`src/rtl/hack_boot_loader.sv`:
```
// Boot loader for the Hack computer: receives a length-prefixed byte stream and
// writes 16-bit words into instruction RAM, holding the CPU in reset until done.
module hack_boot_loader #(
    parameter int ROM_DEPTH      = 32768,
    parameter int TIMEOUT_CYCLES = 65535
) (
    input  logic        i_CLK,
    input  logic        i_RESET_n,
    input  logic [7:0]  i_Byte,
    input  logic        i_Byte_Valid,
    output logic        o_Byte_Ready,
    input  logic        i_Reload,
    output logic [15:0] o_Rom_Address,
    output logic [15:0] o_Rom_Data,
    output logic        o_Rom_Write_EN,
    output logic        o_CPU_RESET_n,
    output logic        o_Busy,
    output logic        o_Error,
    output logic [2:0]  o_State
);

    localparam int TW = $clog2(TIMEOUT_CYCLES + 1);

    typedef enum logic [2:0] {
        ST_LEN_HI = 3'd0,
        ST_LEN_LO = 3'd1,
        ST_DAT_HI = 3'd2,
        ST_DAT_LO = 3'd3,
        ST_WRITE  = 3'd4,
        ST_RUN    = 3'd5,
        ST_ERROR  = 3'd6
    } state_t;

    state_t          r_state;
    state_t          w_next;
    logic [7:0]      r_len_hi;
    logic [7:0]      r_dat_hi;
    logic [15:0]     r_len;
    logic [15:0]     r_idx;
    logic [15:0]     r_addr;
    logic [15:0]     r_data;
    logic [TW-1:0]   r_timer;

    logic            w_xfer;
    logic [15:0]     w_len;
    logic            w_len_big;
    logic            w_last;
    logic            w_timed_state;
    logic            w_timeout;

    // A byte moves only when the source offers it (valid) and the loader is in a
    // receive state (ready); ready depends on registered state alone.
    assign o_Byte_Ready  = (r_state == ST_LEN_HI) || (r_state == ST_LEN_LO) ||
                           (r_state == ST_DAT_HI) || (r_state == ST_DAT_LO);
    assign w_xfer        = i_Byte_Valid & o_Byte_Ready;
    assign w_len         = {r_len_hi, i_Byte};
    assign w_len_big     = 32'(w_len) > 32'(ROM_DEPTH);
    assign w_last        = (r_idx == r_len - 16'd1);
    assign w_timed_state = (r_state == ST_LEN_LO) || (r_state == ST_DAT_HI) ||
                           (r_state == ST_DAT_LO);
    assign w_timeout     = w_timed_state && !w_xfer &&
                           (32'(r_timer) == 32'(TIMEOUT_CYCLES - 1));

    assign o_Rom_Write_EN = (r_state == ST_WRITE);
    assign o_CPU_RESET_n  = (r_state == ST_RUN);
    assign o_Busy         = (r_state != ST_RUN) && (r_state != ST_ERROR);
    assign o_Error        = (r_state == ST_ERROR);
    assign o_Rom_Address  = r_addr;
    assign o_Rom_Data     = r_data;
    assign o_State        = r_state;

    always_ff @(posedge i_CLK or negedge i_RESET_n) begin
        if (!i_RESET_n) r_state <= ST_LEN_HI;
        else            r_state <= w_next;
    end

    always_comb begin
        w_next = r_state;
        case (r_state)
            ST_LEN_HI: if (w_xfer) w_next = ST_LEN_LO;
            ST_LEN_LO: begin
                if (w_xfer) begin
                    if (w_len == 16'd0)  w_next = ST_RUN;
                    else if (w_len_big)  w_next = ST_ERROR;
                    else                 w_next = ST_DAT_HI;
                end else if (w_timeout) begin
                    w_next = ST_ERROR;
                end
            end
            ST_DAT_HI: begin
                if (w_xfer)         w_next = ST_DAT_LO;
                else if (w_timeout) w_next = ST_ERROR;
            end
            ST_DAT_LO: begin
                if (w_xfer)         w_next = ST_WRITE;
                else if (w_timeout) w_next = ST_ERROR;
            end
            ST_WRITE:  w_next = w_last ? ST_RUN : ST_DAT_HI;
            ST_RUN:    if (i_Reload) w_next = ST_LEN_HI;
            ST_ERROR:  if (i_Reload) w_next = ST_LEN_HI;
            default:   w_next = ST_LEN_HI;
        endcase
    end

    // Idle timer only runs while a load is mid-stream; LEN_HI waits forever.
    always_ff @(posedge i_CLK or negedge i_RESET_n) begin
        if (!i_RESET_n)                             r_timer <= '0;
        else if (w_timed_state && !w_xfer && !w_timeout) r_timer <= r_timer + 1'b1;
        else                                        r_timer <= '0;
    end

    always_ff @(posedge i_CLK or negedge i_RESET_n) begin
        if (!i_RESET_n) begin
            r_len_hi <= '0;
            r_dat_hi <= '0;
            r_len    <= '0;
            r_idx    <= '0;
            r_addr   <= '0;
            r_data   <= '0;
        end else begin
            case (r_state)
                ST_LEN_HI: if (w_xfer) r_len_hi <= i_Byte;
                ST_LEN_LO: begin
                    if (w_xfer) begin
                        r_len <= w_len;
                        r_idx <= '0;
                    end
                end
                ST_DAT_HI: if (w_xfer) r_dat_hi <= i_Byte;
                // Address and data are captured here so they stay stable between writes.
                ST_DAT_LO: begin
                    if (w_xfer) begin
                        r_addr <= r_idx;
                        r_data <= {r_dat_hi, i_Byte};
                    end
                end
                ST_WRITE:  if (!w_last) r_idx <= r_idx + 16'd1;
                default:   ;
            endcase
        end
    end

endmodule

```
`config.mk`:
```
export PLATFORM = sky130hd
export DESIGN_NAME = hack_boot_loader
export DESIGN_NICKNAME = d
export VERILOG_FILES = /design/src/rtl/hack_boot_loader.sv
export SDC_FILE = /design/constraint.sdc
export NUM_CORES = 1
export LEC_CHECK = 0
export CORE_MARGIN = 3
export CORE_UTILIZATION = 45
export DETAILED_ROUTE_END_ITERATION = 7
export GPL_TIMING_DRIVEN = 0
export PLACE_DENSITY = 0.7
export SYNTH_ARGS = -nofsm -noshare
export SYNTH_HDL_FRONTEND = slang
export SYNTH_SLANG_ARGS = --single-unit
```
`constraint.sdc`:
```
create_clock -name i_CLK -period 2.8 [get_ports i_CLK]
set_clock_uncertainty 0.2 [all_clocks]
set_input_delay 0.84 -clock i_CLK [delete_from_list [all_inputs] [get_ports i_CLK]]
set_output_delay 0.84 -clock i_CLK [all_outputs]
set_load 0.01 [all_outputs]
```
==> out/results.txt, run 1 <==
In this run the worst path has a maximum fanout of 6. In this run the standard cell core region covers 0.0104 mm². The final critical path takes up 108% of the cycle.

The worst hold slack after final layout was 0.161 ns; the number of instances in the synthesized netlist was 459. The all-layer global routing usage was 19.9%. For this design, the CTS-stage hold fixing added 0 buffers. Final RePlAce weighted congestion: 0.902.

The tools report the sort of element at the start of the critical path as a flop. The area fraction in compound gates after synthesis is 9.48%, and the area share of xor/xnor cells in the synthesized design is 6.68%. Summed over its instances, the top area cell type makes up 51.0% of the synthesized netlist area.

The number of enable-type register cells in the synthesized netlist was 0; the TritonCTS sink count was 99. The required time of the critical path is 2.90 ns. For this run, design rule violations remaining after detail routing come to 0. The largest net degree at the start of global routing came out at 75. The die boundary height came out at 110 µm. In this run, synthesis produced a sequential element count of 99. The number of antenna violations at the first check in global routing is 0, and the total congestion overflow is 0. In this run the count of I/O pins placed on the die edge is 52.

Summed over all cells, the static leakage comes to 2.64 nW. The wire-length estimate of the detail-placed layout is 7760 µm. The largest area contributor in the netlist is dfrtp_1.

The power per cell area works out to 996 mW/mm². The overall via count from detail_route is 3933, and the adder and majority cell fraction of the synthesized area is 1.03%. The buffer cell driving the clock tree root was clkbuf_8. Setup violations remaining at the end of the flow were counted as 19. The run gives 3865 as the via count of the first global-routing pass. Sorting the synthesized cells by area gives the leading types as dfrtp_1 (51%), mux2_2 (11%), nand2_1 (4.6%). The initial utilization of the core area, before any placement, comes to 46.6%. The logs give 9 for the number of buffers added by the clock tree synthesis step and 2 for the worst-case clock buffer depth. For the hold violation count in the final report, the log shows 0. Compared with the post-synthesis result, the final layout area differs by 27.9%. Measured along the x axis, the die boundary spans 110 µm. For the max capacitance violation total, the log shows 0. For the worst slew margin relative to its limit, the log shows 15.3%. TritonCTS built the clock tree. The final instance area was 0.00621 mm²; the final wirelength was 11900 µm. Summing the sequential cell areas from Yosys gives 51.0% of the chip area. In the routed layout, each cell is associated on average with a via count of 5.68. The count of buffers added on input and output ports is 50. For the pin with the worst max-slew slack, the measured transition is 1.26 ns. The worst IR drop on VDD was 0.000555 V; the share of the core filled with cells in the final layout was 59.6%. The initial DRC count came out at 282. The flow ran to the end, but the final reports show violations. After clock tree synthesis, the clock-pin slew on the worst setup and hold paths is 0.11 ns. The tools report the arrival time of data at the critical path endpoint as 3.12 ns. By area, the combinational part of the netlist is dominated by simple AND/OR/NAND/NOR gates. The floorplan has 37 rows. The synthesized-area fraction occupied by and/or/nand/nor cells is 17.8%.

In the synthesized netlist the async set-or-reset flop fraction comes to 100%. Each instance of the synthesized netlist takes up on average 10.6 µm². The setup path with the least slack is of type reg -> reg.

Final worst-path setup slack: -0.220 ns. The run gives 0.0121 mm² as the die area. The checks that failed: setup timing. After synthesis, the netlist uses 50 different library cells. The insertion delay to the later sink of the worst-skew pair was 0.38 ns; the cell area after placement was 0.00557 mm².

Timing would allow up to 331 MHz. The number of synthesis warnings is 0, and the filler cell count is 862. When the netlist entered floorplanning its net count stood at 475. For this run, the leading register cell type out of synthesis is dfrtp_1.

The post-route minimum period works out to 3.02 ns. After detailed routing, the average wire length per cell comes to 17.1 µm. The count of nets left with antenna violations once routing finished came out at 0. The maximum level of the CTS H-tree is 3. The multiplexer share of the synthesized area was 10.9%; the number of antenna repair diodes was 0.

The pre-antenna-repair detailed-routing pass consisted of 4 iterations. The layout cell share with drive strength beyond 1 was 25.2%. The first global-routing pass estimated 18700 µm of wire. Setup repair after global routing could not meet its margin everywhere.

The total count of max-transition violations in the final report was 0. The tightest min-delay check is of the in -> async type. The synthesized netlist occupies a cell area of 0.00485 mm². The worst setup path is captured at a flop.

After the last flow step, the layout net total stands at 567.
[cells in the final DEF, fill, tap and decap left out, types with 7 or more instances in the layout]
cell	netlist	routed
a21oi_1	15	13
buf_4	0	28
clkbuf_1	13	12
clkbuf_8	0	9
clkdlybuf4s50_1	0	45
dfrtp_1	99	96
inv_1	12	10
mux2_2	47	47
nand2_1	60	60
nand3_1	19	19
nand4_1	13	13
nor2_1	31	28
nor3_1	10	7
o211ai_1	8	8
o21ai_0	17	10
or3_1	9	9
xnor2_1	16	15
xor2_1	21	21
[flip-flops by register name (all words and copies together) (netlist names)]
signal,cells
r_dat_hi,8
o_Rom_Data,16
r_len_hi,8
r_idx,16
o_State,3
r_timer,16
o_Rom_Address,16
r_len,16
[worst max-delay path: stages (launching register included)]
cell and delay [ns]:
dfrtp_1 0.44, or4_4 0.55, buf_6 0.15, nor3b_4 0.22, xnor2_2 0.12, a2111oi_4 0.34, o2111ai_4 0.20, nor2_4 0.19
buf_6 0.17, buf_4 0.12, o31ai_2 0.07, a21oi_1 0.17
[stage by stage]
stage / TNS (ns) / std cells / setup WS (ns) / total power, mW
after global placement: -296.87 / 645 / -2.96 / 4.63
final: -2.28 / 692 / -0.220 / 6.19
after global routing: -4.64 / 692 / -0.342 / 6.58
after CTS: -1.22 / 680 / -0.122 / 5.96
after detailed placement: -9.55 / 646 / -0.417 / 4.74
after floorplan: 0 / 459 / 0.0102 / 3.78
[cell families (layout without fill, tap and decap cells)]
| family | Yosys count | count (layout) |
|---|---|---|
| DFF | 99 | 99 |
| AOI/OAI and AO/OA | 68 | 68 |
| muxes | 47 | 47 |
| buffers and inverters | 33 | 129 |
| adders and majority gates | 4 | 4 |
| xor gates and xnor gates | 37 | 37 |
| and+or+nand+nor | 171 | 172 |
[worst paths after layout]
path	start	to	slack [ns]	depth (start not counted)
worst min-delay path	i_RESET_n	o_Rom_Address[9]	0.16	1
worst max-delay path	r_len[1]	r_idx[15]	-0.22	11
min in group i_CLK	o_Rom_Address[12]	o_Rom_Address[12]	0.30	2
worst min register to register	o_Rom_Address[12]	o_Rom_Address[12]	0.30	2
worst max register to register	r_len[1]	r_idx[15]	-0.22	11
max in group asynchronous	i_RESET_n	r_len[3]	1.57	2
[timing repair]
| action | CTS | global route |
|---|---|---|
| gates resized for setup | 39 | 19 |
| setup endpoints to repair | 23 | 21 |
| buffers inserted | 16 | 12 |
| pin swaps | 19 | 17 |
| gates cloned | 2 | 1 |
[cell usage after synthesis, types with 2 or more instances]
cell type / count
mux2_2: 47
xnor2_1: 16
or3_1: 9
nand3_1: 19
a21oi_1: 15
nor3b_2: 2
nor2_1: 31
buf_2: 5
nor4b_1: 2
o2111ai_1: 3
nand2_1: 60
and3_1: 2
ha_1: 4
and2_1: 3
or4_1: 5
o41ai_1: 2
a31oi_1: 2
o21ai_0: 17
and4_1: 3
nor3_1: 10
o31ai_1: 7
inv_1: 12
dfrtp_1: 99
o211ai_1: 8
clkbuf_1: 13
nor4_1: 7
xor2_1: 21
nand4_1: 13
[per-layer routing]
metal	routed length, µm	GRT usage, %	vias up	part of all wire, %
li1	-	-	1834	-
met1	4880	25.0	1906	41
met2	5790	32.8	159	49
met3	865	5.46	34	7.3
met4	321	7.48	0	2.7
met5	0	0	-	0
[area by class of cell]
| class | instances | area [µm²] | share of cell area, % |
|---|---|---|---|
| Clock inverter | 6 | 53.8 | 0.866 |
| Sequential cell | 99 | 2480 | 39.9 |
| Timing Repair Buffer | 81 | 774 | 12.5 |
| Tap cell | 136 | 170 | 2.74 |
| Clock buffer | 10 | 128 | 2.05 |
| Buffer | 19 | 103 | 1.65 |
| Inverter | 13 | 50.0 | 0.806 |
| Multi-Input combinational cell | 328 | 2450 | 39.5 |
[where the power goes]
| group | internal, mW | switching, mW | total, mW | leakage [nW] |
|---|---|---|---|---|
| logic | 1.51 | 1.46 | 2.97 | 1.27 |
| clock network | 0.345 | 0.544 | 0.889 | 0.0955 |
| registers | 1.92 | 0.407 | 2.32 | 1.28 |
No activity file was read; power rests on OpenSTA's default activity.
==> run 2: changes to the inputs <==
--- a/config.mk
+++ b/config.mk
@@ -8,6 +8,7 @@
 export CORE_MARGIN = 3
 export CORE_UTILIZATION = 45
 export DETAILED_ROUTE_END_ITERATION = 7
+export GPL_ROUTABILITY_DRIVEN = 0
 export GPL_TIMING_DRIVEN = 0
 export PLACE_DENSITY = 0.7
 export SYNTH_ARGS = -nofsm -noshare
==> results of run 2 <==
No change in the layout: final DEF, timing and power equal those of run 1.
==> patch 1 (settings of run 1) <==
`TIMEOUT_CYCLES`: 65535 -> 262140.
--- a/src/rtl/hack_boot_loader.sv
+++ b/src/rtl/hack_boot_loader.sv
@@ -4,3 +4,3 @@
     parameter int ROM_DEPTH      = 32768,
-    parameter int TIMEOUT_CYCLES = 65535
+    parameter int TIMEOUT_CYCLES = 262140
 ) (
Formal check against the unedited RTL: same outputs for any inputs over 10 cycles, from zero or initial values and one cycle with i_RESET_n low; that may be too few to reach the edited logic, so the function may still have changed.
==> patch 1 against run 1 <==
  * The run still ends with negative setup slack left
  * Sequential cell count rose by 2
  * Wire length fell by 9.6%
  * Total power fell by 13%
  * Setup slack got worse by 54 ps
  * First-iteration DRC count fell by 50%
  * Die area rose by 0.76%
  * Worst hold slack improved by 33 ps
  * Sequential power barely moved
  * Fmax fell by 1.8%
  * Area after synthesis rose by 0.80%
  * Sequential share of layout area rose by 1.7 points
  * Via count fell by 7.9%
  * Cell area fell by 2.0%
  * Largest cell class unchanged
  * Highest routed layer unchanged
==> patch 1: results (changes against run 1) <==
Routing
  • Pre-antenna DRT Iters: 6 (+2)
  • DR iter-0 viols: 141 (-50%)
  • Via count: 3621 (-7.9%)
  • Drt wl/cell: 16.5 µm (-3.5%)

Timing
  • Worst setup margin: -275 ps (-54.3 ps)
  • Slew HR: 0.499 (+0.345)
  • Final setup viols: 19 (unchanged)

Synthesis
  • Synth Area in Compound Gates: 0.0803 (-0.0146)
  • Syn_nets: 447 (-5.9%)
  • Post-synthesis cell count: 432 (-5.9%)
  • Mux share of post-synthesis cell area: 0.147 (+0.0377)
  • Post-synthesis xor/xnor area fraction: 0.0591 (-0.00769)
  • Synth top cells by count: dfrtp_1 (101), mux2_2 (62), nor2_1 (28)
  • Sequential cell area fraction in the yosys report: 0.516 (+0.00618)
  • Synth top area cells: dfrtp_1 (52%), mux2_2 (14%), xor2_1 (3.4%)
  • Netlist cell types: 47 (-6.0%)
  • Post-Synth Adder-Cell Area: 0.00767 (-0.00264)

Clock tree
  • Number of setup buffers added after CTS: 8 (-8)
  • Post-CTS resize count: 15 (-62%)

Power and ir drop
  • Combinational Power: 2.16 mW (-27%)
  • Worst vdd ir: 0.561 mV (+1.0%)
  • Total power: 5.41 mW (-13%)
  • Clock power frac: 0.174 (+0.030)
  • Static leakage: 2.53 nW (-4.1%)
  • Switching share of total power: 0.352 (-0.0373)

Cells and area
  • Share of cells above drive strength 1: 0.266 (+0.0138)
  • Multi-input logic portion of the cell area: 0.393 (-0.00155)
  • Count of multi-input gates: 306 (-6.7%)
  • Invs w/o clock: 6 (-7)
  • Clock buffers: 10 (unchanged)
  • Repair and plain buffers: 83 (-17%)
  • Sequential cell area share: 0.416 (+0.0166)
  • Non-clk buf share: 0.126 (-0.0154)
  • Fin cells: 648 (-6.4%)
  • Layout Nets: 522 (-7.9%)
  • Fillcell total: 884 (+2.6%)

Setup path
  • Largest stage delay, worst path: 580 ps (+30 ps)
  • CP max FO: 9 (+3)
  • Data arrival time of the critical path: 3170 ps (+50 ps)

GRT
  • Vias in the first global route: 3723 (-3.7%)
  • Global-route wire length before repair: 17.8 mm (-4.9%)
  • Largest net degree at the start of global routing: 72 (-4.0%)

Placed design
  • Detailed placement HPWL: 7.47 mm (-3.7%)
  • # port buffers: 51 (+2.0%)
  • Routability cong.: 0.829 (-8.1%)
  • Inst Count DP: 620 (-4.0%)

Outcome
  • Status: finished with violations
  • Failing checks: negative setup slack
==> patch 1: cell count changes after synthesis, sizes merged, moves of 6 or more <==
cell	delta
nand2	-34
mux2	+15
a21oi	+8
nor3	-7
and3	+6
inv	-6
nand3	-6
or4	+6
==> patch 1: path summary, 6_finish.rpt <==
kind | from | to | slack, ps | cells past startpoint
setup reg to reg | r_len[1]$_DFFE_PN0P_ | r_idx[12]$_DFFE_PN0P_ | -270 | 10
min in group i_CLK | r_timer[0]$_DFF_PN0_ | r_timer[0]$_DFF_PN0_ | 280 | 1
hold reg to reg | r_timer[0]$_DFF_PN0_ | r_timer[0]$_DFF_PN0_ | 280 | 1
max in group asynchronous | i_RESET_n | r_timer[6]$_DFF_PN0_ | 1540 | 2
setup / recovery | r_len[1]$_DFFE_PN0P_ | r_idx[12]$_DFFE_PN0P_ | -270 | 10
hold / removal | i_RESET_n | o_Rom_Address[3]$_DFFE_PN0P_ | 190 | 1
==> patch 1: through the flow <==
step	setup slack [ps]	TNS, ps	area (µm²)	hold slack [ps]	utilization
CTS	-318	-5170	5920	192	0.566
global route	-395	-6300	6090	212	0.582
floorplan	-74.8	-362	4910	233	-
global placement	-2990	-333460	5590	248	0.535
finish	-275	-4140	6090	194	0.582
detailed placement	-833	-37070	5620	265	0.537
==> patch 1: metal layers <==
metal | GRT usage | wire length (µm) | vias to the layer above
met5 | 0 | 0 | -
met4 | 0.0501 | 217 | 0
met3 | 0.0472 | 466 | 24
met2 | 0.318 | 5270 | 81
met1 | 0.234 | 4760 | 1791
li1 | - | - | 1725
==> patch 1: worst register-to-register path, stage by stage (launching register included) <==
cell and delay, ps:
dfrtp_1 420, or4_4 580, nor4_4 310, buf_4 160, a21oi_2 50, o22ai_2 230
a2111oi_4 90, buf_6 160, buf_12 130, or4_1 530, a21oi_2 140
==> patch 2 (flow settings as in run 1) <==
Without the edit above. Put a register stage on the output `o_Error`. The value now appears one clock later. The other outputs are not delayed to match.
--- a/src/rtl/hack_boot_loader.sv
+++ b/src/rtl/hack_boot_loader.sv
@@ -66,3 +66,5 @@
     assign o_Busy         = (r_state != ST_RUN) && (r_state != ST_ERROR);
-    assign o_Error        = (r_state == ST_ERROR);
+    always_ff @(posedge i_CLK) begin
+        o_Error <= (r_state == ST_ERROR);
+    end
     assign o_Rom_Address  = r_addr;
Function: changed (Yosys sat finds a counterexample within 4 cycles, from zero or initial values and one cycle with i_RESET_n low).
==> patch 2 against run 1 <==
  * The flow still finishes with violations (negative setup slack)
  * Largest power group unchanged
  * Global-route usage rose by 0.18 points
  * Sequential cell count is 1 higher
  * Cell area decreased by 0.60%
  * Area after synthesis rose by 0.18%
  * Setup slack better by 30 ps
  * Sequential power up 3%
  * Total power fell by 2.4%
  * Wire length is 4.2% lower
==> patch 2: results (changes against run 1) <==
Outcome
  • Status: finished with violations
  • Failing checks: negative setup slack

Timing
  • Setup TNS: -2480 ps (-195 ps)
  • Slew HR: 0.495 (+0.342)
  • WHS: 250 ps (+89.9 ps)
  • Final setup viols: 19 (unchanged)
  • Worst setup margin: -191 ps (+29.6 ps)

Setup path
  • RR Endpoint: r_idx[9]$_DFFE_PN0P_
  • Data arrival time of the critical path: 3090 ps (-30 ps)
  • Worst r2r src: r_len[2]$_DFFE_PN0P_
  • CP max FO: 10 (+4)

GRT
  • Largest net degree at the start of global routing: 57 (-24%)
  • Met2 Track Usage GR: 0.325 (-0.00347)
  • M3 GR Usage: 0.0411 (-0.0135)
  • Gr usage total: 0.201 (+0.00180)
  • Met1 GRT Util: 0.277 (+0.0270)
  • Global-route wire length before repair: 19.0 mm (+1.5%)

Routing
  • DR iter-0 viols: 202 (-28%)
  • Drt wl/cell: 16.7 µm (-2.8%)
  • Via count: 3768 (-4.2%)

Cells and area
  • Share of cells above drive strength 1: 0.256 (+0.00461)
  • Layout Nets: 557 (-1.8%)
  • ANT cells: 0 (unchanged)

Placed design
  • DP Area: 5590 µm² (+0.36%)
  • Placement Setup Slack: -424 ps (-7.55 ps)
  • Detailed placement HPWL: 7.60 mm (-2.1%)
  • Routability cong.: 0.869 (-3.6%)
  • # port buffers: 51 (+2.0%)

Synthesis
  • Synth top area cells: dfrtp_1 (51%), mux2_2 (11%), nand2_1 (5.1%)
  • Netlist cell types: 51 (+2.0%)
  • Synth async-reset ratio: 0.990 (-0.0100)
  • Sequential cell area fraction in the yosys report: 0.514 (+0.00320)

Power and ir drop
  • Static leakage: 2.64 nW (about the same)
  • Worst vdd ir: 0.606 mV (+9.2%)

Clock tree
  • CTS H-tree lvls: 3 (unchanged)
==> patch 2: final cells by class <==
type                       count  area [µm²]
sequential                   100        2500
tap                          136         170
buffer                        18         108
inverter                       8        30.0
timing repair buffer          77         756
clock buffer                   9         124
clock inverter                 7        83.8
multi-input combinational    327        2400
fill                         874        4240
==> patch 2: routing by layer <==
| layer | share of wire | vias to the layer above |
|---|---|---|
| li1 | - | 1783 |
| met1 | 0.44 | 1871 |
| met2 | 0.50 | 97 |
| met3 | 0.042 | 17 |
| met4 | 0.017 | 0 |
| met5 | 0 | - |
==> patch 2: worst max-delay path: stages, from the launching register on <==
cell and delay [ps]:
dfrtp_1 400, or4_1 530, clkbuf_8 170, buf_4 120
o311ai_1 350, o21ai_2 130, o21ai_2 110, nor4_4 80
buf_4 180, or4_1 470, a21oi_1 170
==> patch 2: timing repair <==
action / in CTS / in global routing
gates resized for setup: 27 / 25
gates cloned: 1 / 0
hold buffers: 0 / 0
pin swaps: 24 / 14
setup endpoints to repair: 22 / 39
setup buffers: 24 / 2
==> patch 2: worst max path at each step <==
stage,start,to,slack [ps],cells after the start
6_report,r_len[2]$_DFFE_PN0P_,r_idx[9]$_DFFE_PN0P_,-190,10
5_1_grt,r_len[1]$_DFFE_PN0P_,r_idx[2]$_DFFE_PN0P_,-320,11
4_1_cts,r_len[7]$_DFFE_PN0P_,r_idx[14]$_DFFE_PN0P_,-240,11
3_5_place_dp,i_Byte_Valid,r_idx[9]$_DFFE_PN0P_,-420,6
3_3_place_gp,i_RESET_n,o_Rom_Data[6]$_DFFE_PN0P_,-2940,1
2_1_floorplan,r_len[2]$_DFFE_PN0P_,r_idx[2]$_DFFE_PN0P_,-40,10
==> patch 2: logic make-up (layout without fill, tap and decap cells) <==
group	after synthesis	in the layout	share of synthesized area
compound gates	53	53	0.0774
xor+xnor	34	34	0.0612
fa+ha+maj	4	4	0.0103
buf+inv	30	119	0.0296
flops	100	100	0.514
mux	49	49	0.113
simple gates	187	187	0.195
==> patch 2: through the flow <==
stage	power [mW]	instances	utilization
after CTS	5.91	682	0.584
after global placement	4.62	644	0.534
after detailed placement	4.71	645	0.537
after global routing	6.45	682	0.593
after floorplan	3.78	457	-
final	6.04	682	0.593
==> patch 2: where the power goes <==
| group | leakage (nW) | switching [mW] | total [mW] | internal, mW |
|---|---|---|---|---|
| Clock | 0.102 | 0.535 | 0.962 | 0.427 |
| Sequential | 1.28 | 0.429 | 2.38 | 1.95 |
| Combinational | 1.26 | 1.23 | 2.70 | 1.47 |
